**src/rtl/regfile_multi_if.sv**
```systemverilog
// regfile_multi_if -- register-file bus: write port, two read ports and
// the bulk-clear handshake.
//   Clear      : one-cycle request to zero every entry
//   Busy       : high while the clear sweep runs
//   Write_Reg  : write enable; W_Addr / W_Data / W_BE form the write port
//   R_Addr_A/B : read addresses; R_Data_A/B are the read data
// master = requester (decode/writeback side), slave = register file.
interface regfile_multi_if #(
  parameter int DATA_W = 32,
  parameter int ADDR_W = 5
);
  logic                  Clear;
  logic                  Busy;
  logic                  Write_Reg;
  logic [ADDR_W-1:0]     W_Addr;
  logic [DATA_W-1:0]     W_Data;
  logic [DATA_W/8-1:0]   W_BE;
  logic [ADDR_W-1:0]     R_Addr_A;
  logic [ADDR_W-1:0]     R_Addr_B;
  logic [DATA_W-1:0]     R_Data_A;
  logic [DATA_W-1:0]     R_Data_B;

  modport master (
    output Clear, Write_Reg, W_Addr, W_Data, W_BE, R_Addr_A, R_Addr_B,
    input  Busy, R_Data_A, R_Data_B
  );

  modport slave (
    input  Clear, Write_Reg, W_Addr, W_Data, W_BE, R_Addr_A, R_Addr_B,
    output Busy, R_Data_A, R_Data_B
  );
endinterface

```
**src/rtl/regfile_multi.sv**
```systemverilog
// regfile_multi -- parametrised 2-read / 1-write register file with
// byte-enable writes, write-to-read bypass, optional registered reads and
// a sequenced bulk-clear engine.
//   clk   : rising-edge clock
//   Reset : asynchronous active-low reset (clears array, FSM, read regs)
//   bus   : regfile_multi_if.slave (write port, read ports A/B, Clear/Busy)

// One byte lane of the write merge: enabled bytes take the new data,
// disabled bytes keep the stored value.
module regfile_multi_lane (
  input  logic       be_i,
  input  logic [7:0] new_i,
  input  logic [7:0] old_i,
  output logic [7:0] out_o
);
  assign out_o = be_i ? new_i : old_i;
endmodule

module regfile_multi #(
  parameter int DATA_W   = 32,
  parameter int ADDR_W   = 5,
  parameter int ZERO_REG = 1,
  parameter int BYPASS   = 1,
  parameter int READ_LAT = 0
) (
  input  logic             clk,
  input  logic             Reset,
  regfile_multi_if.slave   bus
);
  localparam int DEPTH = 2**ADDR_W;
  localparam int NB    = DATA_W/8;

  typedef enum logic {IDLE, SWEEP} state_t;

  state_t            state_q, state_d;
  logic [ADDR_W-1:0] cnt_q, cnt_d;
  logic [DATA_W-1:0] mem_q [DEPTH];

  logic              idle;
  logic              w_zero;      // write targets the hardwired zero entry
  logic              w_hit;       // a write that is allowed to land
  logic [DATA_W-1:0] w_old;
  logic [DATA_W-1:0] w_merge;

  assign idle   = (state_q == IDLE);
  assign w_zero = (ZERO_REG != 0) && (bus.W_Addr == '0);
  assign w_hit  = bus.Write_Reg && idle && !w_zero;
  assign w_old  = mem_q[bus.W_Addr];

  // Byte-merged write value; also the bypass value, since a bypassing read
  // addresses the same entry as the write.
  for (genvar k = 0; k < NB; k++) begin : g_lane
    regfile_multi_lane u_lane (
      .be_i  (bus.W_BE[k]),
      .new_i (bus.W_Data[8*k +: 8]),
      .old_i (w_old[8*k +: 8]),
      .out_o (w_merge[8*k +: 8])
    );
  end

  // Clear FSM
  always_ff @(posedge clk or negedge Reset) begin
    if (!Reset) begin
      state_q <= IDLE;
      cnt_q   <= '0;
    end else begin
      state_q <= state_d;
      cnt_q   <= cnt_d;
    end
  end

  always_comb begin
    state_d = state_q;
    cnt_d   = cnt_q;
    case (state_q)
      IDLE: begin
        cnt_d = '0;
        if (bus.Clear) state_d = SWEEP;
      end
      SWEEP: begin
        cnt_d = cnt_q + 1'b1;   // wraps to 0 after the last entry
        if (cnt_q == ADDR_W'(DEPTH-1)) state_d = IDLE;
      end
      default: state_d = IDLE;
    endcase
  end

  assign bus.Busy = (state_q == SWEEP);

  // Storage: the sweep owns the array; normal writes only land in IDLE.
  // A write in the cycle Clear is sampled is still performed.
  always_ff @(posedge clk or negedge Reset) begin
    if (!Reset) begin
      for (int i = 0; i < DEPTH; i++) mem_q[i] <= '0;
    end else if (state_q == SWEEP) begin
      mem_q[cnt_q] <= '0;
    end else if (w_hit) begin
      mem_q[bus.W_Addr] <= w_merge;
    end
  end

  // Read value per port, bypass included
  logic [DATA_W-1:0] rdata_a_d, rdata_b_d;
  logic              byp_a, byp_b;

  assign byp_a = (BYPASS != 0) && w_hit && (bus.R_Addr_A == bus.W_Addr);
  assign byp_b = (BYPASS != 0) && w_hit && (bus.R_Addr_B == bus.W_Addr);

  always_comb begin
    rdata_a_d = mem_q[bus.R_Addr_A];
    if ((ZERO_REG != 0) && (bus.R_Addr_A == '0)) rdata_a_d = '0;
    if (byp_a) rdata_a_d = w_merge;
  end

  always_comb begin
    rdata_b_d = mem_q[bus.R_Addr_B];
    if ((ZERO_REG != 0) && (bus.R_Addr_B == '0)) rdata_b_d = '0;
    if (byp_b) rdata_b_d = w_merge;
  end

  if (READ_LAT == 1) begin : g_rd_reg
    logic [DATA_W-1:0] rdata_a_q, rdata_b_q;
    always_ff @(posedge clk or negedge Reset) begin
      if (!Reset) begin
        rdata_a_q <= '0;
        rdata_b_q <= '0;
      end else begin
        rdata_a_q <= rdata_a_d;
        rdata_b_q <= rdata_b_d;
      end
    end
    assign bus.R_Data_A = rdata_a_q;
    assign bus.R_Data_B = rdata_b_q;
  end else begin : g_rd_comb
    assign bus.R_Data_A = rdata_a_d;
    assign bus.R_Data_B = rdata_b_d;
  end
endmodule

```
**src/flat_wrapper.sv**
```systemverilog
// flat-port wrapper written by rule: the top's interface ports become plain ports
module regfile_multi_flat 
#(
  parameter int DATA_W   = 32,
  parameter int ADDR_W   = 5,
  parameter int ZERO_REG = 1,
  parameter int BYPASS   = 1,
  parameter int READ_LAT = 0
)
  (clk, Reset, bus_Clear, bus_Write_Reg, bus_W_Addr, bus_W_Data, bus_W_BE, bus_R_Addr_A, bus_R_Addr_B, bus_Busy, bus_R_Data_A, bus_R_Data_B);
  regfile_multi_if #(.DATA_W(DATA_W), .ADDR_W(ADDR_W)) bus_i ();
  input  logic clk;
  input  logic Reset;
  input wire logic [$bits(bus_i.Clear)-1:0] bus_Clear;
  input wire logic [$bits(bus_i.Write_Reg)-1:0] bus_Write_Reg;
  input wire logic [$bits(bus_i.W_Addr)-1:0] bus_W_Addr;
  input wire logic [$bits(bus_i.W_Data)-1:0] bus_W_Data;
  input wire logic [$bits(bus_i.W_BE)-1:0] bus_W_BE;
  input wire logic [$bits(bus_i.R_Addr_A)-1:0] bus_R_Addr_A;
  input wire logic [$bits(bus_i.R_Addr_B)-1:0] bus_R_Addr_B;
  output wire logic [$bits(bus_i.Busy)-1:0] bus_Busy;
  output wire logic [$bits(bus_i.R_Data_A)-1:0] bus_R_Data_A;
  output wire logic [$bits(bus_i.R_Data_B)-1:0] bus_R_Data_B;
  assign bus_i.Clear = bus_Clear;
  assign bus_i.Write_Reg = bus_Write_Reg;
  assign bus_i.W_Addr = bus_W_Addr;
  assign bus_i.W_Data = bus_W_Data;
  assign bus_i.W_BE = bus_W_BE;
  assign bus_i.R_Addr_A = bus_R_Addr_A;
  assign bus_i.R_Addr_B = bus_R_Addr_B;
  assign bus_Busy = bus_i.Busy;
  assign bus_R_Data_A = bus_i.R_Data_A;
  assign bus_R_Data_B = bus_i.R_Data_B;
  regfile_multi #(.DATA_W(DATA_W), .ADDR_W(ADDR_W), .ZERO_REG(ZERO_REG), .BYPASS(BYPASS), .READ_LAT(READ_LAT)) u_core (.clk(clk), .Reset(Reset), .bus(bus_i));
endmodule
```
**config.mk**
```make
export PLATFORM = sky130hd
export DESIGN_NAME = regfile_multi_flat
export DESIGN_NICKNAME = d
export VERILOG_FILES = /design/src/rtl/regfile_multi_if.sv /design/src/rtl/regfile_multi.sv /design/src/flat_wrapper.sv
export SDC_FILE = /design/constraint.sdc
export NUM_CORES = 2
export LEC_CHECK = 0
export CAP_MARGIN = 20
export CELL_PAD_IN_SITES_DETAIL_PLACEMENT = 1
export CELL_PAD_IN_SITES_GLOBAL_PLACEMENT = 1
export CORE_AREA = 2 2 359 326
export CTS_BUF_LIST = sky130_fd_sc_hd__clkbuf_4 sky130_fd_sc_hd__clkbuf_8
export CTS_CLUSTER_SIZE = 28
export DETAILED_ROUTE_END_ITERATION = 10
export DIE_AREA = 0 0 361 328
export HOLD_SLACK_MARGIN = 0.06
export PLACE_DENSITY_LB_ADDON = 0.1
export SLEW_MARGIN = 20
export SYNTH_ARGS = -nofsm -noshare
export SYNTH_HDL_FRONTEND = slang
export SYNTH_SLANG_ARGS = --single-unit
```
**constraint.sdc**
```tcl
create_clock -name clk -period 4.7 [get_ports clk]
set_input_delay 0.94 -clock clk [delete_from_list [all_inputs] [get_ports clk]]
set_output_delay 0.94 -clock clk [all_outputs]
set_load 0.005 [all_outputs]
```
==> flow_metrics.py <==
metrics = {
    "cts": {
        "numCtsBuffers": 176,
        "clockRootBuffer": "clkbuf_8",
        "clockBufferDepth": 3,
        "clk_pin_slew_ps": 60,
        "cts_sinks": 1030,
        "worstSkewPairLatency_ps": 1010,
        "htreeDepth": 4,
        "cts_tree": "yes",
    },
    "synth": {
        "synth-seq-cells": 1030,
        "netlist_area_um2": 62600,
        "ys.flop_type": "dfrtp_1",
        "ys_seq_area_frac": 0.412,
        "synth.top_cell.area_share": 0.412,
        "synth_nets": 4877,
        "async_reset_ff_frac": 1.00,
        "synth_area_per_cell_um2": 13.0,
        "yosys_warnings": 0,
        "synth_edf_count": 0,
        "synth_area_leaders": "dfrtp_1 41%, mux4_2 20%, a22o_1 14%",
        "synth_cell_type_count": 74,
        "synth_top_area_cell": "dfrtp_1",
        "netlist_instances": 4817,
    },
    "sta": {
        "fin_skew_ps": 43.5,
        "maxSlewHeadroom": 0.147,
        "hold_viol_final": 0,
        "setup_ws_ps": -78.1,
        "slew_violations": 0,
        "final.min_clock_period_ps": 4780,
        "setup_violations": 9,
        "rsz0062_at_grt": "yes",
        "max_freq_ghz": 0.209,
        "worst_pin_slew_ps": 1280,
        "post-route-period-util": 1.02,
    },
    "die": {
        "rows": 118,
        "io_pins": 120,
        "die_h_um": 328,
        "die_w_um": 361,
        "fp.coreArea_um2": 114000,
        "die_area_um2": 118000,
        "initial_utilization": 0.547,
    },
    "detailed_routing": {
        "routed_wl_um": 321000,
        "vias": 57700,
        "met2_length_um": 125000,
        "topRoutingLayerUsed": "met5",
        "wl_met3_um": 58100,
        "drcViolationCount": 0,
        "wl_per_cell_um": 47.6,
        "first_pass_iters": 6,
        "drt_iter0_markers": 10400,
        "ant_nets": 0,
        "viasPerCell": 8.56,
        "drt-met1-wl_um": 110000,
    },
    "global_route": {
        "grt_pass1_wl_um": 445000,
        "grt_pass1_vias": 56800,
        "overflow": 0,
        "grt_max_degree": 95,
        "antenna_found_initial": 28,
        "track_usage": 0.536,
    },
    "status": {
        "violations": "setup timing",
        "status": "complete, but fails checks",
    },
    "setup_path": {
        "startpoint_type": "input port",
        "slowest_stage": "mux4_2",
        "worstPathMaxFanout": 15,
        "path_buf_inv": 5,
        "path_cells": "buf_12 -> buf_16 -> buf_12 -> mux4_2 -> a22o_1 -> a211oi_2 -> a32oi_2 -> buf_4 -> a21oi_1 -> o21ai_1 -> dlygate4sd2_1",
        "cp-end-kind": "primary output",
        "path_class": "in -> out",
        "r2r_slack_ps": 1280,
        "cpPeakStageDelay_ps": 550,
        "cp.arrival_ps": 3840,
        "required_ps": 3760,
        "crit_family": "compound AO/OA/AOI/OAI gates",
        "crit_top_cell": "buf_12",
    },
    "final_layout": {
        "final_common_cell": "dfrtp_1",
        "area_growth_pct": 17.8,
        "drive_above_1_share": 0.313,
        "nNetsFinal": 5141,
        "utilization": 0.645,
        "final_cell_mix": "1,030 x dfrtp_1, 1,011 x a22o_1, 563 x mux4_2, 536 x mux2i_1, 435 x buf_4",
        "n_fill_cell": 10600,
    },
    "pwr": {
        "leakage_uw": 0.0323,
        "powerDensity_nw_per_um2": 344,
        "power_uw": 25400,
        "vdd_drop_max_mv": 0.384,
    },
    "placement": {
        "hpwl_um": 196000,
        "gp_congestion": 1.00,
        "portBuffers": 119,
    },
    "job": {
        "drv_cap": 0,
    },
    "worst_hold_path": {
        "hp-class": "reg -> reg",
    },
}
==> registers in the layout, indices dropped and copies added, names as in the netlist <==
register and flops:
u_core.mem_q 1024, u_core.bus.Busy 1, u_core.cnt_q 5
==> synthesized netlist by cell type, types with 28 or more instances <==
library cell,n
mux4_2,563
a22o_1,1011
a32oi_1,31
a221oi_1,125
mux2i_1,538
nand2_1,126
nand3_1,55
nor2_1,97
and2_1,50
o21ai_0,41
buf_2,227
a22oi_1,160
dfrtp_1,1030
clkbuf_1,305
a21oi_1,98
buf_4,28
==> path summary, 6_finish.rpt <==
check / from / cells after the start / end
setup / recovery: bus_W_Addr[0] / 11 / bus_R_Data_B[20]
setup reg to reg: u_core.cnt_q[0]$_DFF_PN0_ / 6 / u_core.mem_q[820]$_DFFE_PN0P_
hold / removal: u_core.cnt_q[0]$_DFF_PN0_ / 1 / u_core.cnt_q[0]$_DFF_PN0_
max in group asynchronous: Reset / 3 / u_core.mem_q[631]$_DFFE_PN0P_
hold reg to reg: u_core.cnt_q[0]$_DFF_PN0_ / 1 / u_core.cnt_q[0]$_DFF_PN0_
min in group asynchronous: Reset / 2 / u_core.mem_q[997]$_DFFE_PN0P_
==> cell families (layout without fill, tap and decap cells) <==
| kind of cell | count (synthesis) | count (layout) | synth area share |
|---|---|---|---|
| AOI/OAI and AO/OA | 1627 | 1627 | 0.218 |
| xor gates and xnor gates | 12 | 12 | 0.00168 |
| adders and majority gates | 5 | 5 | 0.000999 |
| buffers and inverters | 636 | 1041 | 0.0476 |
| DFF | 1030 | 1030 | 0.412 |
| muxes | 1103 | 1103 | 0.289 |
| other | 0 | 18 | 0 |
| and+or+nand+nor | 404 | 404 | 0.0314 |
==> timing repair <==
action                                  CTS  global route
cloned                                    0             2
endpoints found under the setup margin   53            43
pin swaps                                 5            11
gates resized for setup                  36            27
hold buffers                              1             0
setup buffers                             1            16
hold endpoints to repair                 37             0
==> power by group <==
| group | internal, uW | switching, uW | leakage, uW |
|---|---|---|---|
| clock network | 4930 | 4130 | 0.00205 |
| logic | 2190 | 4010 | 0.0159 |
| registers | 9400 | 694 | 0.0144 |
==> per-stage QoR <==
| stage | hold slack (ps) | instances | TNS (ps) | setup slack, ps | instance area [um2] |
|---|---|---|---|---|---|
| after floorplan | 475 | 4817 | 0 | 756 | 62600 |
| after global placement | 505 | 6380 | -3210 | -495 | 69300 |
| after detailed placement | 512 | 6381 | -4480 | -561 | 69400 |
| after CTS | 511 | 6702 | 0 | 2.03 | 73300 |
| after global routing | 557 | 6723 | -79.0 | -35.8 | 73700 |
| final | 526 | 6740 | -281 | -78.1 | 73700 |
==> area by class of cell <==
type / count / area (um2) / area share
clock inverters: 22 / 146 / 0.00198
multi-input cells: 3151 / 34800 / 0.472
repair buffers: 698 / 7370 / 0.100
inverters: 24 / 92.6 / 0.00126
diodes: 18 / 45.0 / 0.000611
well taps: 1500 / 1880 / 0.0254
clock buffers: 297 / 3660 / 0.0497
flip-flops and latches: 1030 / 25800 / 0.349
==> per-layer routing <==
layer	vias to the layer above	global-route usage
met5	-	0.0220
met3	1622	0.301
met1	29600	0.668
met4	40	0.372
li1	20300	-
met2	6124	0.695
Power figures use the tool's default switching activity.
